File: src/rtl/rom_fetch.sv
// Instruction-fetch initiator: drives ROM addresses, buffers words in a prefetch FIFO,
// and hands them to the decoder. Optional FETCH_PERF_EN adds fetch/stall counters.
module rom_fetch #(
    parameter logic [31:0] ROM_BASE_ADDR = 32'h0000_1000,
    parameter logic [31:0] ROM_END_ADDR  = 32'h0000_1100,
    parameter logic [31:0] RESET_PC      = ROM_BASE_ADDR,
    parameter int unsigned FIFO_DEPTH    = 4
) (
    input  logic        clk,
    input  logic        rst_n,
    output logic [31:0] bus_addr,
    input  logic [31:0] bus_data,
    input  logic        redirect_valid,
    input  logic [31:0] redirect_pc,
    output logic        inst_valid,
    input  logic        inst_ready,
    output logic [31:0] inst_data,
    output logic [31:0] inst_pc,
    output logic        inst_fault
`ifdef FETCH_PERF_EN
    ,
    output logic [31:0] perf_fetch_cnt,
    output logic [31:0] perf_stall_cnt
`endif
);

    localparam int PW = $clog2(FIFO_DEPTH);
    localparam int CW = PW + 1;

    typedef enum logic {FETCH, HALT} state_e;

    typedef struct packed {
        logic [31:0] data;
        logic [31:0] pc;
        logic        fault;
    } entry_t;

    state_e          state_q, state_d;
    logic [31:0]     pc_q, pc_d;
    logic [CW-1:0]   count_q, count_d;
    logic [PW-1:0]   rd_ptr_q, rd_ptr_d, wr_ptr_q, wr_ptr_d;
    entry_t          mem_q [FIFO_DEPTH];
    entry_t          push_entry, head;
    logic            push, pop, pop_eff, can_push, is_fault;

    assign bus_addr   = pc_q;
    assign inst_valid = (count_q != '0);
    assign pop        = inst_valid & inst_ready;
    assign can_push   = (count_q < CW'(FIFO_DEPTH)) | pop;
    assign is_fault   = (pc_q < ROM_BASE_ADDR) || (pc_q >= ROM_END_ADDR) || (pc_q[1:0] != 2'b00);

    // Empty FIFO presents zeros so stale entries never leak onto the decoder port.
    assign head       = mem_q[rd_ptr_q];
    assign inst_data  = inst_valid ? head.data  : 32'h0;
    assign inst_pc    = inst_valid ? head.pc    : 32'h0;
    assign inst_fault = inst_valid ? head.fault : 1'b0;

    always_comb begin
        state_d    = state_q;
        pc_d       = pc_q;
        push       = 1'b0;
        pop_eff    = pop;
        push_entry = '{data: bus_data, pc: pc_q, fault: 1'b0};
        if (redirect_valid) begin
            pop_eff = 1'b0;
            pc_d    = redirect_pc;
            state_d = FETCH;
        end else if (state_q == FETCH && can_push) begin
            push = 1'b1;
            if (is_fault) begin
                // Bus data is undefined outside the window; never capture it.
                push_entry = '{data: 32'h0, pc: pc_q, fault: 1'b1};
                state_d    = HALT;
            end else begin
                pc_d = pc_q + 32'd4;
            end
        end
    end

    always_comb begin
        count_d  = count_q + CW'(push) - CW'(pop_eff);
        wr_ptr_d = push    ? wr_ptr_q + PW'(1) : wr_ptr_q;
        rd_ptr_d = pop_eff ? rd_ptr_q + PW'(1) : rd_ptr_q;
        if (redirect_valid) begin
            count_d  = '0;
            wr_ptr_d = '0;
            rd_ptr_d = '0;
        end
    end

    always_ff @(posedge clk or negedge rst_n) begin
        if (!rst_n) begin
            state_q  <= FETCH;
            pc_q     <= RESET_PC;
            count_q  <= '0;
            rd_ptr_q <= '0;
            wr_ptr_q <= '0;
        end else begin
            state_q  <= state_d;
            pc_q     <= pc_d;
            count_q  <= count_d;
            rd_ptr_q <= rd_ptr_d;
            wr_ptr_q <= wr_ptr_d;
        end
    end

    always_ff @(posedge clk) begin
        if (push) mem_q[wr_ptr_q] <= push_entry;
    end

`ifdef FETCH_PERF_EN
    logic [31:0] perf_fetch_q, perf_stall_q;

    always_ff @(posedge clk or negedge rst_n) begin
        if (!rst_n) begin
            perf_fetch_q <= '0;
            perf_stall_q <= '0;
        end else begin
            if (push && !push_entry.fault) perf_fetch_q <= perf_fetch_q + 32'd1;
            if (!redirect_valid && state_q == FETCH && !can_push) perf_stall_q <= perf_stall_q + 32'd1;
        end
    end

    assign perf_fetch_cnt = perf_fetch_q;
    assign perf_stall_cnt = perf_stall_q;
`endif

endmodule

File: config.mk
export PLATFORM = sky130hd
export DESIGN_NAME = rom_fetch
export DESIGN_NICKNAME = d
export VERILOG_FILES = /design/src/rtl/rom_fetch.sv
export SDC_FILE = /design/constraint.sdc
export NUM_CORES = 1
export LEC_CHECK = 0
export CORE_UTILIZATION = 42
export DETAILED_ROUTE_END_ITERATION = 7
export HOLD_SLACK_MARGIN = 0.05
export SLEW_MARGIN = 10
export SYNTH_ARGS = -nofsm -noshare
export SYNTH_HDL_FRONTEND = slang
export SYNTH_SLANG_ARGS = --single-unit
File: constraint.sdc
create_clock -name clk -period 4.4 [get_ports clk]
set_input_delay 0.88 -clock clk [delete_from_list [all_inputs] [get_ports clk]]
set_output_delay 0.88 -clock clk [all_outputs]
set_load 0.1 [all_outputs]
==> impl_metrics.json, run 1 <==
{
  "status": "finished clean",
  "worst_slew_pin_slew_ps": 1060,
  "cpLargestDelayFamily": "buffers and inverters",
  "start_kind": "flop",
  "firstDrtPassIters": 6,
  "powerDensity_nw_per_um2": 724,
  "setup_ws_ps": 513,
  "core_um2": 28800,
  "num_rows": 62,
  "cts_setup_buffers": 0,
  "die_h_um": 173,
  "setup_violations": 0,
  "syn2layout_area_growth_pct": 21.5,
  "cts_tree": "built",
  "yosys.area.top_type_share_pct": 63.3,
  "final_nets": 870,
  "htree_levels": 1,
  "detail_route.wl_per_cell_um": 20.6,
  "p_leak_nw": 5.10,
  "holdBufCountCts": 0,
  "io_pins": 166,
  "cap_violations": 0,
  "finalCriticalPeriod_ps": 3890,
  "initial_core_util_pct": 42.9,
  "cts_root_buffer": "clkbuf_16",
  "yosysUniqueCellTypes": 42,
  "finalMaxSlewViolations": 0,
  "layout-drive-gt1-share_pct": 26.8,
  "pre_cts_slack_ps": 1010,
  "die_area_um2": 30100,
  "grt_usage_pct": 16.7,
  "hold_violations": 0,
  "vias": 6249,
  "grt_pass1_vias": 6690,
  "fin_setup_tns_ps": 0,
  "clk_pin_slew_ps": 60,
  "wirelength_um": 24700,
  "grt-ovfl-total": 0,
  "synth.avg_cell_area_um2": 18.9,
  "netlist_area_um2": 12300,
  "diodes": 0,
  "cts_resized": 0,
  "vias_per_cell": 5.21,
  "relSlewSlack_pct": 29.3,
  "max_freq_mhz": 257,
  "synth_area_leaders": "edfxtp_1 63%, mux4_2 12%, dfrtp_1 7.9%, and2_1 5.2%, mux2_2 2.4%",
  "peakVddDrop_mv": 0.466,
  "gp_congestion": 0.752,
  "hpwlAfterDp_um": 14800,
  "final_antenna_net_count": 0,
  "clock_skew_ps": 15.0,
  "fin_crit_sh_pct": 88.3,
  "critical_path_depth": 3,
  "synth-seq-area-share_pct": 71.4,
  "path_class": "flop to output port",
  "syn_nets": 729,
  "worst_ep_arrival_time_ps": 3010,
  "finalNonFillerCells": 1200,
  "slowest_delay_ps": 960,
  "drt_iter0_drc": 473,
  "grt_max_degree": 53,
  "rsz0062_at_grt": "false",
  "yosys_warnings": 0,
  "grt_pass1_wl_um": 38800,
  "cts_made_buffers": 30,
  "required_ps": 3520,
  "finalPower_mw": 10.9,
  "yosys.area.top_type": "edfxtp_1",
  "crit_fanout": 25,
  "cts_max_path_buffers": 3,
  "critical_path_buf_inv_count": 1,
  "clock_sinks": 300,
  "antenna_found_initial": 0,
  "drcViolationCount": 0,
  "clkLatencyLatePin_ps": 540,
  "port_buffers": 165,
  "syn_inst": 652,
  "cpMaxStageDelayCell": "clkdlybuf4s50_1",
  "rr_worst_depth": 11,
  "die_w_um": 173,
  "crit_path_end_kind": "output port",
  "holdCritPathClass": "primary input to async pin",
  "dp_cells": 1145,
  "crit_chain": "mux4_2, and2_1, clkdlybuf4s50_1",
  "yosys_register_bits": 300
}
## per-stage QoR
stage / utilization (%) / hold WS [ps] / instance area, um^2
after floorplan: - / 514 / 12300
after global placement: 48.7 / 537 / 14000
after detailed placement: 48.7 / 559 / 14000
after CTS: 52.1 / 513 / 15000
after global routing: 52.1 / 570 / 15000
final: 52.1 / 498 / 15000
## final cells by class
| type | instances | area (um^2) |
|---|---|---|
| clock inverter | 16 | 169 |
| multi-input combinational | 278 | 3080 |
| tap | 384 | 480 |
| clock buffer | 39 | 806 |
| fill | 2305 | 13800 |
| timing repair buffer | 173 | 1610 |
| sequential | 300 | 8820 |
| inverter | 10 | 37.5 |
## cell families after synthesis
family          count (synthesis)  share of synthesized area, %
fa+ha+maj                       9                         0.973
buf+inv                        74                          3.75
xor+xnor                        5                         0.355
flops                         300                          71.4
simple gates                  155                          8.18
mux                            91                          14.2
compound gates                 18                          1.11
## routing by layer
metal  share of wire (%)  vias to the layer above  global-route usage (%)
li1                    -                     2783                       -
met1                  45                     3243                    23.6
met2                  48                      197                    27.0
met3                 6.1                       26                    3.40
met4                 1.2                        0                    3.43
met5                   0                        -                       0
## cells in the final DEF (no fill, tap or decap), types with 9 or more instances in the layout
cell type        count
mux2_2              26
clkbuf_16           31
mux4_2              65
and2_1              99
buf_4               66
clkinv_1             9
dfrtp_1             37
inv_1               10
edfxtp_1           260
clkdlybuf4s50_1    100
## report_power, final
part,internal (mW),leakage [nW],switching (mW)
registers,3.41,2.85,0.195
clock network,1.51,0.474,0.997
logic,1.20,1.78,3.54
total,6.13,5.10,4.73
## Yosys cell counts (all sizes together)
cell type  number
edfxtp        260
and2          103
mux4           65
buf            50
dfrtp          39
mux2           26
clkbuf         14
inv            10
nand3           9
ha              8
nor2            8
nor4            8
nand4           7
nand2           6
nor2b           4
o31ai           4
a21oi           3
and3            3
xor2            3
a22oi           2
a31oi           2
nor3            2
nor3b           2
o21ai           2
o311ai          2
xnor2           2
a21boi          1
a41o            1
and4            1
dfstp           1
fa              1
nand2b          1
o211ai          1
or3             1
## registers in the layout, summed over array words and instances (netlist names)
register and flops:
bus_addr 32, count_q 3, mem_q 260, rd_ptr_q 2, state_q 1, wr_ptr_q 2
## worst paths after layout
| path | slack (ps) | from | to |
|---|---|---|---|
| min in group clk | 560 | bus_addr[12] | mem_q[3][13] |
| worst max-delay path | 510 | rd_ptr_q[0] | inst_pc[26] |
| worst min-delay path | 500 | rst_n | bus_addr[1] |
| worst min register to register | 560 | bus_addr[12] | mem_q[3][13] |
| max in group asynchronous | 3190 | rst_n | rd_ptr_q[0] |
| worst max register to register | 1370 | count_q[2] | count_q[2] |
Power figures use the tool's default switching activity.
==> run 2: changes to the inputs <==
- CTS_BUF_LIST: unset -> sky130_fd_sc_hd__clkbuf_4 sky130_fd_sc_hd__clkbuf_8
==> run 2 against run 1 <==
  * Combinational power barely moved
  * Clock power fell by 5%
  * Flip-flop and latch count did not move
  * Highest routed layer unchanged
  * Utilization fell by 0.052 points
  * Hold slack got worse by 1.3 ps
  * Critical path depth did not move
  * Clock-buffer cell count rose by 28
  * Global-route usage rose by 0.17 points
  * Wire length rose by 1.1%
  * Clock skew fell by 1.7 ps
  * Fmax barely moved
  * Largest power group unchanged
  * Largest cell class unchanged
==> impl_metrics.json, run 2 (synthesis results as in run 1) <==
{
  "wirelength_um": 24900,
  "multi_input_area_um2": 3080,
  "port_buffers": 165,
  "reg2reg_to": "count_q[2]",
  "die_w_um": 173,
  "worst_ep_arrival_time_ps": 3010,
  "finalCriticalPeriod_ps": 3890,
  "holdCritPathClass": "primary input to async pin",
  "worst_slew_pin_slew_ps": 1050,
  "critical_path_buf_inv_count": 1,
  "cpLargestDelayFamily": "buffers and inverters",
  "met1_length_um": 11200,
  "cts_setup_buffers": 0,
  "final_antenna_net_count": 0,
  "path_class": "flop to output port",
  "crit_fanout": 25,
  "cap_violations": 0,
  "vias_per_cell": 5.16,
  "clk_pin_slew_ps": 60,
  "grt_pass1_vias": 6876,
  "whs_ps": 497,
  "fin_setup_tns_ps": 0,
  "cts_made_buffers": 47,
  "gp_congestion": 0.752,
  "drcViolationCount": 0,
  "wl_met2_um": 11800,
  "start_kind": "flop",
  "rr_startpoint": "count_q[2]",
  "clkLatencyLatePin_ps": 540,
  "peakVddDrop_mv": 0.396,
  "grt_pass1_wl_um": 39000,
  "initial_core_util_pct": 42.9,
  "clock_sinks": 300,
  "antenna_found_initial": 0,
  "rr_worst_depth": 11,
  "seq_area_um2": 8820,
  "hold_violations": 0,
  "rsz0062_at_grt": "false",
  "fin_crit_sh_pct": 88.3,
  "vias": 6328,
  "startpoint": "rd_ptr_q[0]",
  "drt_iter0_drc": 437,
  "finalMaxSlewViolations": 0,
  "critical_path_depth": 3,
  "num_rows": 62,
  "diodes": 0,
  "max_freq_mhz": 257,
  "top_layer": "met4",
  "met3_length_um": 1610,
  "cts_root_buffer": "clkbuf_8",
  "firstDrtPassIters": 6,
  "cts_tree": "built",
  "fill_cells": 2336,
  "io_pins": 166,
  "final_common_cell": "edfxtp_1",
  "htree_levels": 2,
  "final_nets": 887,
  "syn2layout_area_growth_pct": 21.4,
  "crit_chain": "mux4_2, and2_1, clkdlybuf4s50_1",
  "final_cell_mix": "260 x edfxtp_1, 100 x clkdlybuf4s50_1, 99 x and2_1, 66 x buf_4, 65 x mux4_2",
  "regMostFlops": "mem_q",
  "cts_max_path_buffers": 3,
  "largest_register_ffs": 260,
  "relSlewSlack_pct": 29.5,
  "finalPower_mw": 10.7,
  "die_area_um2": 30100,
  "detail_route.wl_per_cell_um": 20.3,
  "required_ps": 3520,
  "setup_violations": 0,
  "p_leak_nw": 5.14,
  "status": "finished clean",
  "hpwlAfterDp_um": 14800,
  "cpMaxStageDelayCell": "clkdlybuf4s50_1",
  "layout-drive-gt1-share_pct": 30.0,
  "clock_skew_ps": 13.4,
  "holdBufCountCts": 0,
  "crit_path_end_kind": "output port",
  "grt-ovfl-total": 0,
  "die_h_um": 173,
  "cts_resized": 0,
  "powerDensity_nw_per_um2": 716,
  "fin_util_pct": 52.0,
  "grt_max_degree": 53,
  "endpoint": "inst_pc[26]",
  "grt_usage_pct": 16.9,
  "rrSetupSlack_ps": 1360,
  "core_um2": 28800,
  "slowest_delay_ps": 960
}
-- run 2: changes by cell type in the layout (fill, tap and decap cells not counted) --
cell	change
clkinv_1	+1
clkinv_2	-1
clkbuf_1	-8
clkbuf_4	+16
clkbuf_16	-31
clkbuf_8	+51
bufinv_16	-1
-- run 2: area by class of cell --
| class | count | share of cell area (%) |
|---|---|---|
| clock buffers | 67 | 5.49 |
| clock inverters | 15 | 0.919 |
| inverters | 10 | 0.251 |
| multi-input cells | 278 | 20.5 |
| flip-flops and latches | 300 | 58.9 |
| well taps | 384 | 3.21 |
| repair buffers | 173 | 10.7 |
-- run 2: worst min-delay path by stage --
stage,startpoint,endpoint,slack [ps],depth (start not counted)
5_1_grt,rst_n,bus_addr[31],570,1
6_report,rst_n,bus_addr[8],500,1
2_1_floorplan,bus_addr[13],mem_q[0][14],510,0
3_3_place_gp,state_q,state_q,540,2
4_1_cts,rst_n,bus_addr[11],500,1
3_5_place_dp,bus_addr[12],mem_q[0][13],560,0
-- run 2: per-stage QoR --
| stage | cells | setup slack, ps | area, um^2 |
|---|---|---|---|
| 4_1_cts | 1227 | 426 | 15000 |
| 3_3_place_gp | 1145 | 1010 | 14000 |
| 3_5_place_dp | 1145 | 1010 | 14000 |
| 5_1_grt | 1227 | 390 | 15000 |
| 6_report | 1227 | 513 | 15000 |
| 2_1_floorplan | 652 | 1090 | 12300 |
-- run 2: routing by layer --
metal	vias to the layer above	global-route usage, %
met5	-	0
met4	0	5.16
met3	37	3.66
met2	215	26.9
met1	3258	23.3
li1	2818	-
-- run 2: power by group --
group	switching, mW	total [mW]	internal (mW)
Clock	1.01	2.38	1.37
Sequential	0.195	3.61	3.42
Combinational	3.54	4.74	1.20
==> run 3: changes to the inputs <==
- CORE_ASPECT_RATIO: unset -> 0.75
==> run 3 against run 2 <==
  * Hold slack lost 19 ps
  * Utilization rose by 0.50 points
  * Flip-flop and latch count unchanged
  * Clock skew grew 8.7 ps
  * Sequential share of layout area is 0.12 points higher
  * Clock power shrank 6%
  * Power down 1.0%
  * Clock-buffer cell count rose by 7
==> impl_metrics.json, run 3 (synthesis results as in run 1) <==
{
  "status": "finished clean",
  "grt_pass1_vias": 6886,
  "final_common_cell": "edfxtp_1",
  "path_class": "flop to output port",
  "crit_chain": "or3_2, and2_1, clkdlybuf4s50_1",
  "max_freq_mhz": 242,
  "crit_fanout": 58,
  "powerDensity_nw_per_um2": 710,
  "cpMaxStageDelayCell": "or3_2",
  "cts_max_path_buffers": 3,
  "clock_sinks": 300,
  "antenna_found_initial": 1,
  "required_ps": 3520,
  "final_antenna_net_count": 0,
  "start_kind": "flop",
  "power.share.switching_pct": 44.7,
  "peakVddDrop_mv": 0.471,
  "largest_register_ffs": 260,
  "p_leak_nw": 5.08,
  "port_buffers": 165,
  "vias_per_cell": 5.17,
  "switchingPower_mw": 4.75,
  "initial_core_util_pct": 43.4,
  "cts_root_buffer": "clkbuf_8",
  "regMostFlops": "mem_q",
  "finalCriticalPeriod_ps": 4140,
  "diodes": 0,
  "clk_pin_slew_ps": 60,
  "final_cell_mix": "260 x edfxtp_1, 117 x clkdlybuf4s50_1, 99 x and2_1, 65 x mux4_2, 51 x buf_4",
  "slowest_delay_ps": 960,
  "holdBufCountCts": 0,
  "finalPower_mw": 10.6,
  "fin_setup_tns_ps": 0,
  "rsz0062_at_grt": "false",
  "cts_made_buffers": 47,
  "setup_violations": 0,
  "dp_cells": 1147,
  "grt_usage_pct": 17.8,
  "relSlewSlack_pct": 28.1,
  "cts_setup_buffers": 0,
  "die_area_um2": 30100,
  "grt_max_degree": 59,
  "firstDrtPassIters": 6,
  "grt_pass1_wl_um": 39700,
  "num_rows": 53,
  "wirelength_um": 25800,
  "hold_violations": 0,
  "drt_iter0_drc": 518,
  "gp_congestion": 0.755,
  "p_seq_share_pct": 34.2,
  "grt-ovfl-total": 0,
  "cpLargestDelayFamily": "simple AND/OR/NAND/NOR gates",
  "layout-drive-gt1-share_pct": 28.5,
  "syn2layout_area_growth_pct": 21.1,
  "drcViolationCount": 0,
  "cap_violations": 0,
  "finalMaxSlewViolations": 0,
  "critical_path_buf_inv_count": 1,
  "clkLatencyLatePin_ps": 560,
  "detail_route.wl_per_cell_um": 21.0,
  "worst_slew_pin_slew_ps": 1080,
  "core_um2": 28400,
  "holdCritPathClass": "primary input to async pin",
  "die_w_um": 200,
  "hpwlAfterDp_um": 15600,
  "crit_path_end_kind": "output port",
  "finalNonFillerCells": 1228,
  "fin_util_pct": 52.5,
  "cts_resized": 0,
  "worst_ep_arrival_time_ps": 3260,
  "fin_crit_sh_pct": 94.0,
  "p_int_mw": 5.87,
  "die_h_um": 150,
  "clock_skew_ps": 22.1,
  "io_pins": 166,
  "cts_tree": "built",
  "htree_levels": 2,
  "vias": 6344,
  "clkPwrFrac_pct": 21.1,
  "power_frac_comb_pct": 44.7,
  "final_nets": 888
}
-- run 3: cell types whose count changed in the layout (fill, tap and decap cells not counted) --
cell,before,now
clkinv_2,2,1
buf_4,66,51
clkinv_1,10,6
buf_12,5,4
clkdlybuf4s50_1,100,117
bufinv_16,3,0
clkbuf_4,16,25
clkbuf_8,51,49
-- run 3: metal layers --
metal / track usage (%) / up-vias / wire [um] / part of all wire, %
li1: - / 2823 / - / -
met1: 24.0 / 3283 / 11600 / 45
met2: 28.5 / 194 / 12200 / 47
met3: 5.06 / 42 / 1620 / 6.3
met4: 4.62 / 2 / 376 / 1.5
met5: 0 / - / 13 / 0.050
-- run 3: layout make-up --
cell class	count	area [um^2]
timing repair buffer	174	1640
sequential	300	8820
tap	385	482
clock buffer	74	862
multi-input combinational	278	3080
inverter	10	37.5
clock inverter	7	27.5
fill	2277	13500
-- run 3: worst register-to-register path: stages, from the launching register on --
cell and delay [ps]:
dfrtp_1 410, or3_2 960, nand2_1 290, nor2_1 60, ha_1 310, inv_1 60
ha_1 130, inv_1 50, fa_1 370, xnor2_1 180, nor2_1 50
-- run 3: worst paths after layout --
kind                             startpoint           end  slack (ps)  cells past startpoint
max in group asynchronous             rst_n   rd_ptr_q[0]        3190                      1
worst min register to register  wr_ptr_q[1]   wr_ptr_q[1]         570                      2
worst max register to register   count_q[2]    count_q[2]        1400                     10
worst min-delay path                  rst_n  bus_addr[13]         480                      1
worst max-delay path             count_q[2]  inst_data[7]         260                      3
min in group clk                wr_ptr_q[1]   wr_ptr_q[1]         570                      2
-- run 3: through the flow --
| stage | hold WS [ps] | worst slack, ps | instance area, um^2 |
|---|---|---|---|
| 6_report | 478 | 263 | 14900 |
| 3_3_place_gp | 536 | 851 | 14100 |
| 3_5_place_dp | 559 | 843 | 14100 |
| 4_1_cts | 490 | 228 | 14900 |
| 5_1_grt | 522 | 75.0 | 14900 |
| 2_1_floorplan | 514 | 1090 | 12300 |
-- run 3: power groups by stage --
stage	logic (mW)	clock network (mW)	registers, mW
6_report	4.75	2.24	3.63
5_1_grt	4.93	2.42	3.67
4_1_cts	4.80	2.29	3.64
3_5_place_dp	4.79	0	3.70
3_3_place_gp	4.78	0	3.68
2_1_floorplan	3.90	0	3.56
